===== src/rtl/ifetch_pkg.sv =====
`default_nettype none
// ============================================================================
// Module      : ifetch_pkg
// Description : Shared types and constants for the instruction-fetch
//               controller (state encoding, self-loop opcode, PC step).
// Revision    : 1.0 - initial release
// ============================================================================
package ifetch_pkg;

    // Fetch FSM state encoding (2-bit)
    typedef enum logic [1:0] {
        ST_IDLE  = 2'd0,
        ST_RUN   = 2'd1,
        ST_HALT  = 2'd2,
        ST_FAULT = 2'd3
    } ifetch_state_e;

    // jal x0,0 : a jump to itself, treated as "program finished"
    localparam logic [31:0] SELF_LOOP_INST = 32'h0000_006f;

    // Sequential PC increment (one 32-bit instruction)
    localparam logic [31:0] PC_INC = 32'd4;

endpackage : ifetch_pkg
`default_nettype wire


===== src/rtl/ifetch_npc.sv =====
`default_nettype none
// ============================================================================
// Module      : ifetch_npc
// Description : Combinational next-PC select (redirect > stall/self-loop
//               hold > pc+4) plus alignment and memory-range fault check of
//               the selected next PC.
// Revision    : 1.0 - initial release
// ============================================================================
module ifetch_npc
    import ifetch_pkg::*;
#(
    parameter int IMEM_BYTES = 256
) (
    input  logic [31:0] pc,
    input  logic        stall,
    input  logic        redirect_valid,
    input  logic [31:0] redirect_pc,
    input  logic [31:0] im_inst,
    output logic [31:0] npc,
    output logic        npc_fault,
    output logic        self_loop
);

    localparam logic [31:0] C_IMEM_LIMIT = 32'(IMEM_BYTES);

    // Pick the next PC and flag it if it is misaligned or outside the memory
    always_comb begin
        self_loop = (im_inst == SELF_LOOP_INST) && !stall && !redirect_valid;
        if (redirect_valid) begin
            npc = redirect_pc;
        end else if (stall || self_loop) begin
            npc = pc;
        end else begin
            npc = pc + PC_INC;
        end
        npc_fault = (npc[1:0] != 2'b00) || (npc >= C_IMEM_LIMIT);
    end

endmodule : ifetch_npc
`default_nettype wire


===== src/rtl/ifetch_ctrl.sv =====
`default_nettype none
// ============================================================================
// Module      : ifetch_ctrl
// Description : Instruction-fetch controller. Owns the PC, drives the
//               combinational instruction memory and sequences fetch through
//               IDLE / RUN / HALT / FAULT.
//               Optional macro IFETCH_PERF_CNT_EN adds the fetch_count output
//               (unstalled RUN cycles, wraps at 2^32).
// Revision    : 1.0 - initial release
// ============================================================================
module ifetch_ctrl
    import ifetch_pkg::*;
#(
    parameter logic [31:0] RESET_PC   = 32'h0000_0000,
    parameter int          IMEM_BYTES = 256
) (
    input  logic        clk,
    input  logic        rst_n,
    input  logic        stall,
    input  logic        redirect_valid,
    input  logic [31:0] redirect_pc,
    input  logic        halt_req,
    input  logic        resume_req,
    output logic        im_ce,
    output logic [31:0] im_addr,
    input  logic [31:0] im_inst,
    output logic        inst_valid,
    output logic [31:0] inst_out,
    output logic [31:0] pc_out,
    output logic        halted,
    output logic        fault
`ifdef IFETCH_PERF_CNT_EN
    ,
    output logic [31:0] fetch_count
`endif
);

    ifetch_state_e r_state;
    ifetch_state_e w_state_nxt;
    logic [31:0]   r_pc;
    logic [31:0]   w_pc_nxt;
    logic [31:0]   w_npc;
    logic          w_npc_fault;
    logic          w_self_loop;

    ifetch_npc #(
        .IMEM_BYTES (IMEM_BYTES)
    ) u_npc (
        .pc             (r_pc),
        .stall          (stall),
        .redirect_valid (redirect_valid),
        .redirect_pc    (redirect_pc),
        .im_inst        (im_inst),
        .npc            (w_npc),
        .npc_fault      (w_npc_fault),
        .self_loop      (w_self_loop)
    );

    // State and PC registers; reset wins over everything
    always_ff @(posedge clk) begin
        if (!rst_n) begin
            r_state <= ST_IDLE;
            r_pc    <= RESET_PC;
        end else begin
            r_state <= w_state_nxt;
            r_pc    <= w_pc_nxt;
        end
    end

    // Next state / next PC and outputs decoded from the registered state
    always_comb begin
        w_state_nxt = r_state;
        w_pc_nxt    = r_pc;
        im_ce       = 1'b0;
        inst_valid  = 1'b0;
        inst_out    = 32'h0;
        halted      = 1'b0;
        fault       = 1'b0;
        case (r_state)
            ST_IDLE: begin
                w_state_nxt = ST_RUN;
            end
            ST_RUN: begin
                im_ce      = 1'b1;
                inst_valid = 1'b1;
                inst_out   = im_inst;
                // PC always follows the selection, even into FAULT (debug aid)
                w_pc_nxt   = w_npc;
                if (w_npc_fault) begin
                    w_state_nxt = ST_FAULT;
                end else if (w_self_loop || halt_req) begin
                    w_state_nxt = ST_HALT;
                end
            end
            ST_HALT: begin
                halted = 1'b1;
                // a still-asserted halt_req keeps us parked
                if (resume_req && !halt_req) begin
                    w_state_nxt = ST_RUN;
                end
            end
            default: begin
                fault = 1'b1;
            end
        endcase
    end

    assign im_addr = r_pc;
    assign pc_out  = r_pc;

`ifdef IFETCH_PERF_CNT_EN
    logic [31:0] r_fetch_count;

    // Count unstalled RUN cycles; frozen outside RUN
    always_ff @(posedge clk) begin
        if (!rst_n) begin
            r_fetch_count <= 32'h0;
        end else if ((r_state == ST_RUN) && !stall) begin
            r_fetch_count <= r_fetch_count + 32'd1;
        end
    end

    assign fetch_count = r_fetch_count;
`else
    // No performance counter in this build
`endif

endmodule : ifetch_ctrl
`default_nettype wire


===== config.mk =====
export PLATFORM = sky130hd
export DESIGN_NAME = ifetch_ctrl
export DESIGN_NICKNAME = d
export VERILOG_FILES = /design/src/rtl/ifetch_pkg.sv /design/src/rtl/ifetch_npc.sv /design/src/rtl/ifetch_ctrl.sv
export SDC_FILE = /design/constraint.sdc
export NUM_CORES = 1
export LEC_CHECK = 0
export CORE_MARGIN = 2
export CORE_UTILIZATION = 44
export CTS_BUF_LIST = sky130_fd_sc_hd__clkbuf_4 sky130_fd_sc_hd__clkbuf_8 sky130_fd_sc_hd__clkbuf_16
export DETAILED_ROUTE_END_ITERATION = 6
export PLACE_DENSITY = 0.87
export SLEW_MARGIN = 20
export SYNTH_ARGS = -nofsm -noshare
export SYNTH_HDL_FRONTEND = slang
export SYNTH_SLANG_ARGS = --single-unit

===== constraint.sdc =====
create_clock -name clk -period 9.42 [get_ports clk]
set_input_delay 2.826 -clock clk [delete_from_list [all_inputs] [get_ports clk]]
set_output_delay 2.826 -clock clk [all_outputs]
set_load 0.005 [all_outputs]

Word-level counts from Yosys, hierarchy flattened:

Cells that the tools add are included.

* $add $sub $neg: 1
* magnitude comparators: 1
* equality and inequality tests: 5
* mux-type cells: 10
* reductions and logical operators: 14

Operators by type and width (count)
* 32-bit two-way mux: 3
* 32-bit by 3-bit adder with 32-bit output (second input constant): 1
* 32-bit by 7-bit == test with 1-bit output (second input constant): 1
* 32-bit by 9-bit greater-or-equal comparator with 1-bit output (second input constant): 1
* 2-bit two-way mux: 3
* 2-bit one-hot mux with 3 select lines: 1
* 1-bit logical AND: 3
* 1-bit logical NOT: 3
* 1-bit logical OR: 3
* 1-bit two-way mux: 3
* 3-bit by 2-bit != test with 1-bit output (second input constant): 1
* 3-bit AND reduction: 1
* 3-bit nonzero test: 1
* 3-bit OR reduction: 1
* 2-bit by 1-bit == test with 1-bit output (second input constant): 1
* 2-bit == test (second input constant): 1
* 2-bit logical NOT: 1
* 2-bit != test (second input constant): 1
* 2-bit nonzero test: 1

* flip-flop bits (word level): 34
* output and inout port bits: 100

Longest topological paths before layout:

Gate-level depths: netlist of run 1.

* depth in word-level cells: 10
* mapped depth: 10
* mapped depth without buffers: 9

Modules after synthesis:

From an unflattened synthesis of run 1, not the netlist that was laid out.

* cell total of the unflattened synthesis: 422
* area, all modules: 3074.2 µm²

By module, submodules not included
* ifetch_ctrl: instances 1, cells an instance 221, area each 1773.0 µm²
* ifetch_npc: instances 1, cells an instance 201, area each 1301.2 µm²

Worst setup path after synthesis of run 1:

Ideal clock, no wire load.

* kind: input to output
* start: input im_inst[0]
* end: output inst_out[0]
* arrival: 2951 ps
* data required time: 6594 ps
* slack: 3643 ps
* stages: 1
* path buffers: 0
* path through: and2_1

* word-level cells in the longest chain between the ends: 1

Ends and longest elaborated chain
* start: declaration: RTL line ifetch_ctrl.sv:26 `input logic [31:0] im_inst,`
* 32-bit two-way mux: RTL line ifetch_ctrl.sv:79 `case (r_state)`
* end: declaration: RTL line ifetch_ctrl.sv:28 `output logic [31:0] inst_out,`

No other way between the ends.

Final worst setup path of run 1:

* start: input im_inst[8]
* end: output inst_out[8]

Same word-level chain as after synthesis.

==> results of run 1 <==
registers in the layout, summed over array words and instances, names as in the netlist:
register,flops
im_addr,32
r_state,2
how the worst max path moves through the flow:
stage / slack (ns) / startpoint / endpoint
global route: 2.58 / im_inst[30] / inst_out[30]
detailed placement: 2.61 / im_inst[8] / inst_out[8]
finish: 2.62 / im_inst[8] / inst_out[8]
floorplan: 3.64 / im_inst[0] / inst_out[0]
global placement: 2.62 / im_inst[17] / inst_out[17]
CTS: 2.61 / im_inst[17] / inst_out[17]
layer usage:
metal	up-vias	track usage	wire length [um]
li1	1873	-	-
met3	31	0.0656	958
met1	1869	0.326	4600
met4	0	0.102	325
met5	-	0	0
met2	215	0.468	5760
power by group through the flow:
stage	logic, uW	registers (uW)	clock network (uW)
2_1_floorplan	83.8	170	0
3_3_place_gp	164	176	0
3_5_place_dp	167	177	0
4_1_cts	168	174	112
5_1_grt	182	177	120
6_report	168	175	111
metrics by stage:
stage	util	total power (uW)	instances
after floorplan	-	254	455
after global placement	0.652	340	663
after detailed placement	0.652	344	663
after CTS	0.663	454	670
after global routing	0.663	478	670
final	0.663	454	670
synthesized netlist by cell type, drive strengths merged (12+ instances only):
library cell   n
nor4          19
nand3         17
a21oi         20
o21ai         31
nand2         44
and2          42
dfxtp         34
nor2          25
buf           41
clkbuf        23
nor3          15
o31ai         12
final cells by class:
cell class | count | area, um2
fill | 618 | 2470
inverter | 11 | 41.3
clock buffer | 7 | 83.8
timing repair buffer | 174 | 1720
sequential | 34 | 681
multi-input combinational | 345 | 2210
tap | 99 | 124
logic make-up after synthesis:
group / Yosys count / share of synthesized area
DFF: 34 / 0.202
AOI/OAI and AO/OA: 115 / 0.244
adders and majority gates: 1 / 0.00372
xor gates and xnor gates: 7 / 0.0182
and+or+nand+nor: 218 / 0.378
muxes: 4 / 0.0126
buffers and inverters: 76 / 0.141
worst max-delay path, cell delays in order:
cell	delay, ns
clkdlybuf4s50_1	0.51
and2_1	0.13
clkdlybuf4s50_1	0.50
==> flow_summary.ini, run 1 <==
[synthesis]
yosys_register_bits = 34
synth_top_area_frac = 0.202
synthTopCellsByArea = dfxtp_1 20%, buf_4 7.8%, and2_1 7.4%
synth_edf_count = 0
ys_seq_area_frac = 0.202
synth_top_area_cell = dfxtp_1
synth_fp_nets = 526
synthArstFlopShare = 0
synthFlopType = dfxtp_1
synth.distinct_cells = 72
avgSynthCellArea_um2 = 7.39
syn_area_mm2 = 0.00336
synth_cells = 455
yosysWarnings = 0

[sta]
finalClockSkew_ns = 0.00389
finalCritPeriodShare = 0.722
rsz0062_at_grt = no
hold_viol = 0
max_clock_freq_ghz = 0.147
fin_crit_ns = 6.80
tightest_slew_ns = 1.01
finalMaxSlewViolations = 0
hold_slack_ns = 0.527
setup_viol = 0
fin_setup_tns_ns = 0
slew_headroom = 0.323
setup_ws_ns = 2.62

[setup_path]
r2r_slack_ns = 6.11
crit_type = in2out
rr_startpoint = im_addr[10]$_SDFFE_PN0P_
end_kind = output pin
critPathMaxFanout = 2
ff2ff_path_depth = 8
start_kind = input port
crit_arrival_ns = 3.98
required_ns = 6.59
r2r_end = r_state[1]$_SDFFE_PN0P_

[place]
postPlaceCellArea_mm2 = 0.00478
place_congestion = 0.865
dp_slack_ns = 2.61
dp_hpwl_mm = 8.55
port_buffers = 169

[clock_tree]
cts_tree = yes
postCtsHoldBufs = 0
clock_latency_ns = 0.29
htreeDepth = 2
cts_made_buffers = 5
clk_pin_slew_ns = 0.07
max-clock-path-buffers = 2
root_buffer = clkbuf_8
cts_sinks = 34
post_cts_resized = 0
post_cts_buffers = 0

[floorplanning]
fp.dieW_um = 91.4
initial_core_util = 0.459
die_y_um = 91.4
coreArea_mm2 = 0.00733
rows = 31
ios = 170
die_area_mm2 = 0.00836

[global_route]
grt_max_degree = 68
grt_pass1_wl_mm = 18.6
overflow = 0
grt_pass1_vias = 3721
antenna_found_initial = 0
grtUsageTotal = 0.272

[finish]
n_antenna_cell = 0
final_area_mm2 = 0.00486
most-common-layout-cells = 167 x clkdlybuf4s50_1, 44 x nand2_1, 40 x and2_1
synthToLayoutAreaGrowth_pct = 44.4
drive_gt1_frac = 0.0753
final_common_cell = clkdlybuf4s50_1
fin_nets = 642

[pwr]
ir_worst_vdd_mv = 0.0474
leakage_uw = 0.00165
powerDensity_mw_per_mm2 = 93.4
netSwitchingFraction = 0.314
p_seq_frac = 0.385
switching_power_uw = 142
clockPowerShare = 0.246
p_int_uw = 311
power_frac_comb = 0.369

[hold_path]
whs_path_depth = 2
worstHoldStart = im_addr[31]$_SDFFE_PN0P_
hp-class = reg2reg
holdPathEnd = im_addr[31]$_SDFFE_PN0P_

[detailed_routing]
via_count = 3988
vias_per_cell = 5.95
routed_wirelength_mm = 11.6
avgRoutedWirePerCell_um = 17.4
drc = 0
drtIter0Drc = 341
ant_nets = 0
drt_pass1_iterations = 5

[flow_run]
drv_cap = 0

[status]
status = finished clean
No activity file was read; power rests on OpenSTA's default activity.
==> run 2: changes to the inputs <==
--- a/config.mk
+++ b/config.mk
@@ -6,10 +6,10 @@
 export NUM_CORES = 1
 export LEC_CHECK = 0
 export CORE_MARGIN = 2
-export CORE_UTILIZATION = 44
+export CORE_UTILIZATION = 37
 export CTS_BUF_LIST = sky130_fd_sc_hd__clkbuf_4 sky130_fd_sc_hd__clkbuf_8 sky130_fd_sc_hd__clkbuf_16
 export DETAILED_ROUTE_END_ITERATION = 6
-export PLACE_DENSITY = 0.87
+export PLACE_DENSITY = 0.78
 export SLEW_MARGIN = 20
 export SYNTH_ARGS = -nofsm -noshare
 export SYNTH_HDL_FRONTEND = slang
==> constraint.sdc (replaced) <==
create_clock -name clk -period 6 [get_ports clk]
set_input_delay 1.8 -clock clk [delete_from_list [all_inputs] [get_ports clk]]
set_output_delay 1.8 -clock clk [all_outputs]
set_load 0.005 [all_outputs]
==> flow_summary.ini, run 2 (same netlist as run 1, synthesis figures left out) <==
[status]
status = finished clean

[setup_path]
crit_path_cell_trace = clkdlybuf4s50_1, and2_1, clkdlybuf4s50_1
worst_path_largest_cell_delay_ns = 0.51
crit_type = in2out
slowest_stage = clkdlybuf4s50_1
critPathLaunch = im_inst[31]
start_kind = input port
worst-path-buf-inv = 2
cpMostUsedCell = clkdlybuf4s50_1
rr_startpoint = im_addr[12]$_SDFFE_PN0P_
required_ns = 4.20
cp_top_family = buffers and inverters
critPathMaxFanout = 2
end_kind = output pin
crit_arrival_ns = 2.95
r2r_slack_ns = 3.06
ff2ff_path_depth = 8
r2r_end = r_state[1]$_SDFFE_PN0P_

[floorplanning]
ios = 170
die_y_um = 99.4
initial_core_util = 0.384
rows = 34
fp.dieW_um = 99.4
die_area_mm2 = 0.00987
coreArea_mm2 = 0.00876

[global_route]
grt_pass1_wl_mm = 19.1
grt_max_degree = 66
grtUsageTotal = 0.238
overflow = 0
antenna_found_initial = 0
grt_pass1_vias = 3833

[flow_run]
drv_cap = 0

[detailed_routing]
ant_nets = 0
via_count = 3997
routed_wirelength_mm = 12.1
drtIter0Drc = 437
avgRoutedWirePerCell_um = 17.8
vias_per_cell = 5.88
drt_pass1_iterations = 5
drc = 0

[place]
port_buffers = 169
dp_hpwl_mm = 8.88
place_congestion = 0.920

[finish]
most-common-layout-cells = 167 x clkdlybuf4s50_1, 44 x nand2_1, 40 x and2_1
multi_input_area_mm2 = 0.00221
seq_area_um2 = 681
largest_register_ffs = 32
final_common_cell = clkdlybuf4s50_1
fin_nets = 642
drive_gt1_frac = 0.0769
utilization = 0.557
synthToLayoutAreaGrowth_pct = 45.0
n_antenna_cell = 0
fillerInstances = 819

[sta]
rsz0062_at_grt = no
fin_crit_ns = 4.75
finalCritPeriodShare = 0.792
finalMaxSlewViolations = 0
finalClockSkew_ns = 0.0110
hold_viol = 0
setup_viol = 0
fin_setup_tns_ns = 0
slew_headroom = 0.427
tightest_slew_ns = 0.859
max_clock_freq_ghz = 0.210

[clock_tree]
clk_pin_slew_ns = 0.07
max-clock-path-buffers = 2
post_cts_buffers = 0
cts_made_buffers = 5
cts_tree = yes
htreeDepth = 2
post_cts_resized = 0
postCtsHoldBufs = 0
clock_latency_ns = 0.30
cts_sinks = 34
root_buffer = clkbuf_8

[pwr]
ir_worst_vdd_mv = 0.0806
leakage_uw = 0.00165
powerDensity_mw_per_mm2 = 149

[hold_path]
hp-class = reg2reg
whs_path_depth = 2
holdPathEnd = im_addr[31]$_SDFFE_PN0P_
worstHoldStart = im_addr[31]$_SDFFE_PN0P_
run 2: cell count changes in the layout (fill, tap and decap cells not counted):
cell,delta
clkbuf_8,+1
clkbuf_4,-2
clkinv_2,+1
clkinvlp_4,+1
run 2: power by group:
group	switching (uW)	internal [uW]	total (uW)
logic	105	159	264
registers	33.8	241	275
clock network	98.4	92.4	191
run 2: final cells by class:
class                   instances  area share
repair buffers                174       0.352
inverters                      11     0.00846
clock buffers                   6      0.0169
well taps                     108      0.0277
multi-input cells             345       0.453
flip-flops and latches         34       0.139
clock inverters                 2     0.00256
run 2: stage by stage:
stage	cell area [um2]	std cells	hold WS [ns]	setup WS, ns	power, uW
6_report	4880	680	0.519	1.25	729
5_1_grt	4880	680	0.551	1.12	766
4_1_cts	4880	680	0.530	1.24	728
3_5_place_dp	4790	672	0.519	1.03	542
3_3_place_gp	4790	672	0.515	1.15	538
2_1_floorplan	3360	455	0.488	2.12	398
run 2: per-layer routing:
layer / share of wire / GRT usage / up-vias / wire length [um]
li1: - / - / 1876 / -
met1: 0.39 / 0.286 / 1828 / 4680
met2: 0.48 / 0.412 / 262 / 5870
met3: 0.10 / 0.0541 / 31 / 1250
met4: 0.026 / 0.0885 / 0 / 315
met5: 0 / 0 / - / 0
run 2: how the worst max path moves through the flow:
stage,cells past startpoint,end,slack [ns]
after floorplan,9,r_state[1]$_SDFFE_PN0P_,2.12
after global routing,9,r_state[1]$_SDFFE_PN0P_,1.12
final,3,inst_out[31],1.25
after detailed placement,9,r_state[1]$_SDFFE_PN0P_,1.03
after CTS,3,inst_out[23],1.24
after global placement,9,r_state[1]$_SDFFE_PN0P_,1.15
run 2: tightest hold or removal path: cells and delay by family, from the launching register on:
family	cells	cell delay, ns
AND/OR/NAND/NOR	1	0.06
flip-flops	1	0.35
AO/OA/AOI/OAI	1	0.06
==> run 3: changes to the inputs <==
--- a/config.mk
+++ b/config.mk
@@ -6,10 +6,10 @@
 export NUM_CORES = 1
 export LEC_CHECK = 0
 export CORE_MARGIN = 2
-export CORE_UTILIZATION = 37
+export CORE_UTILIZATION = 41
 export CTS_BUF_LIST = sky130_fd_sc_hd__clkbuf_4 sky130_fd_sc_hd__clkbuf_8 sky130_fd_sc_hd__clkbuf_16
 export DETAILED_ROUTE_END_ITERATION = 6
-export PLACE_DENSITY = 0.78
+export PLACE_DENSITY = 0.82
 export SLEW_MARGIN = 20
 export SYNTH_ARGS = -nofsm -noshare
 export SYNTH_HDL_FRONTEND = slang
==> constraint.sdc (replaced) <==
create_clock -name clk -period 4.69 [get_ports clk]
set_input_delay 1.407 -clock clk [delete_from_list [all_inputs] [get_ports clk]]
set_output_delay 1.407 -clock clk [all_outputs]
set_load 0.005 [all_outputs]
==> flow_summary.ini, run 3 (same netlist as run 1, synthesis figures left out) <==
[status]
status = finished clean

[detailed_routing]
drc = 0
ant_nets = 0
vias_per_cell = 5.95
via_count = 4067
avgRoutedWirePerCell_um = 17.8
drt_pass1_iterations = 5
drtIter0Drc = 296
routed_wirelength_mm = 12.2

[setup_path]
required_ns = 4.85
start_kind = input port
r2r_slack_ns = 1.60
crit_type = in2reg
crit_arrival_ns = 4.27
ff2ff_path_depth = 8
critPathMaxFanout = 12
r2r_end = r_state[1]$_SDFFE_PN0P_
end_kind = flip-flop
rr_startpoint = im_addr[12]$_SDFFE_PN0P_

[sta]
max_clock_freq_ghz = 0.243
fin_crit_ns = 4.11
rsz0062_at_grt = no
finalMaxSlewViolations = 0
hold_viol = 0
setup_viol = 0
finalCritPeriodShare = 0.876
fin_setup_tns_ns = 0
finalClockSkew_ns = 0.0107
slew_headroom = 0.519
tightest_slew_ns = 0.721

[pwr]
leakage_uw = 0.00169
p_total_uw = 935
ir_worst_vdd_mv = 0.109
power_frac_comb = 0.366
p_int_uw = 639
switching_power_uw = 297
clockPowerShare = 0.258
powerDensity_mw_per_mm2 = 190
p_seq_frac = 0.376
netSwitchingFraction = 0.317

[finish]
largest_register_ffs = 32
final_area_mm2 = 0.00493
utilization = 0.609
most-common-layout-cells = 167 x clkdlybuf4s50_1, 44 x nand2_1, 40 x and2_1
drive_gt1_frac = 0.0881
fillerInstances = 742
n_antenna_cell = 0
fin_nets = 649
synthToLayoutAreaGrowth_pct = 46.5
multi_input_area_mm2 = 0.00221
final_common_cell = clkdlybuf4s50_1
seq_area_um2 = 681

[floorplanning]
rows = 33
die_y_um = 94.6
ios = 170
initial_core_util = 0.416
die_area_mm2 = 0.00895
coreArea_mm2 = 0.00809
fp.dieW_um = 94.6

[global_route]
grt_pass1_vias = 3736
grt_pass1_wl_mm = 18.9
overflow = 0
antenna_found_initial = 0
grt_max_degree = 39
grtUsageTotal = 0.270

[clock_tree]
post_cts_resized = 0
max-clock-path-buffers = 2
post_cts_buffers = 0
clock_latency_ns = 0.30
cts_sinks = 34
postCtsHoldBufs = 0
root_buffer = clkbuf_8
htreeDepth = 2
cts_made_buffers = 5
clk_pin_slew_ns = 0.08
cts_tree = yes

[hold_path]
hp-class = reg2reg
whs_path_depth = 2
worstHoldStart = im_addr[0]$_SDFFE_PN0P_
holdPathEnd = im_addr[0]$_SDFFE_PN0P_

[place]
postPlaceCellArea_mm2 = 0.00484
dp_hpwl_mm = 9.22
place_congestion = 0.938
port_buffers = 169

[flow_run]
drv_cap = 0
-- run 3: power by group through the flow --
stage	Combinational, uW	Sequential (uW)	Clock (uW)
detailed placement	342	356	0
global route	371	356	253
CTS	344	350	241
floorplan	168	341	0
finish	343	351	241
global placement	337	356	0
-- run 3: per-stage QoR --
stage / instances / hold slack [ns] / setup slack (ns)
global route: 684 / 0.573 / 0.389
detailed placement: 676 / 0.542 / 0.252
finish: 684 / 0.548 / 0.582
global placement: 676 / 0.526 / 0.192
floorplan: 455 / 0.488 / 1.20
CTS: 684 / 0.551 / 0.569
-- run 3: critical path, stage by stage --
cell,delay (ns)
clkdlybuf4s50_1,0.52
nor4_1,0.31
nand4_2,0.29
o31ai_4,0.55
nor4_1,0.12
o31ai_1,0.41
o2111ai_1,0.19
nor4b_2,0.31
a41oi_1,0.16
-- run 3: layout make-up --
type / instances / area share
Clock inverter: 1 / 0.00102
Tap cell: 105 / 0.0267
Timing Repair Buffer: 181 / 0.359
Multi-Input combinational cell: 345 / 0.448
Clock buffer: 7 / 0.0183
Inverter: 11 / 0.00838
Sequential cell: 34 / 0.138
-- run 3: worst max-delay path by stage --
stage / start / end / slack (ns) / cells after the start
after floorplan: im_inst[16] / r_state[1]$_SDFFE_PN0P_ / 1.20 / 9
after global placement: stall / r_state[1]$_SDFFE_PN0P_ / 0.19 / 9
after detailed placement: stall / r_state[1]$_SDFFE_PN0P_ / 0.25 / 9
after CTS: stall / r_state[1]$_SDFFE_PN0P_ / 0.57 / 9
after global routing: stall / r_state[1]$_SDFFE_PN0P_ / 0.39 / 9
final: stall / r_state[1]$_SDFFE_PN0P_ / 0.58 / 9
-- run 3: metal layers --
metal  vias up  track usage  share of wire
met3        25       0.0678           0.11
met2       254        0.468           0.50
met1      1902        0.330           0.37
met4         0       0.0773          0.021
met5         -            0              0
li1       1886            -              -
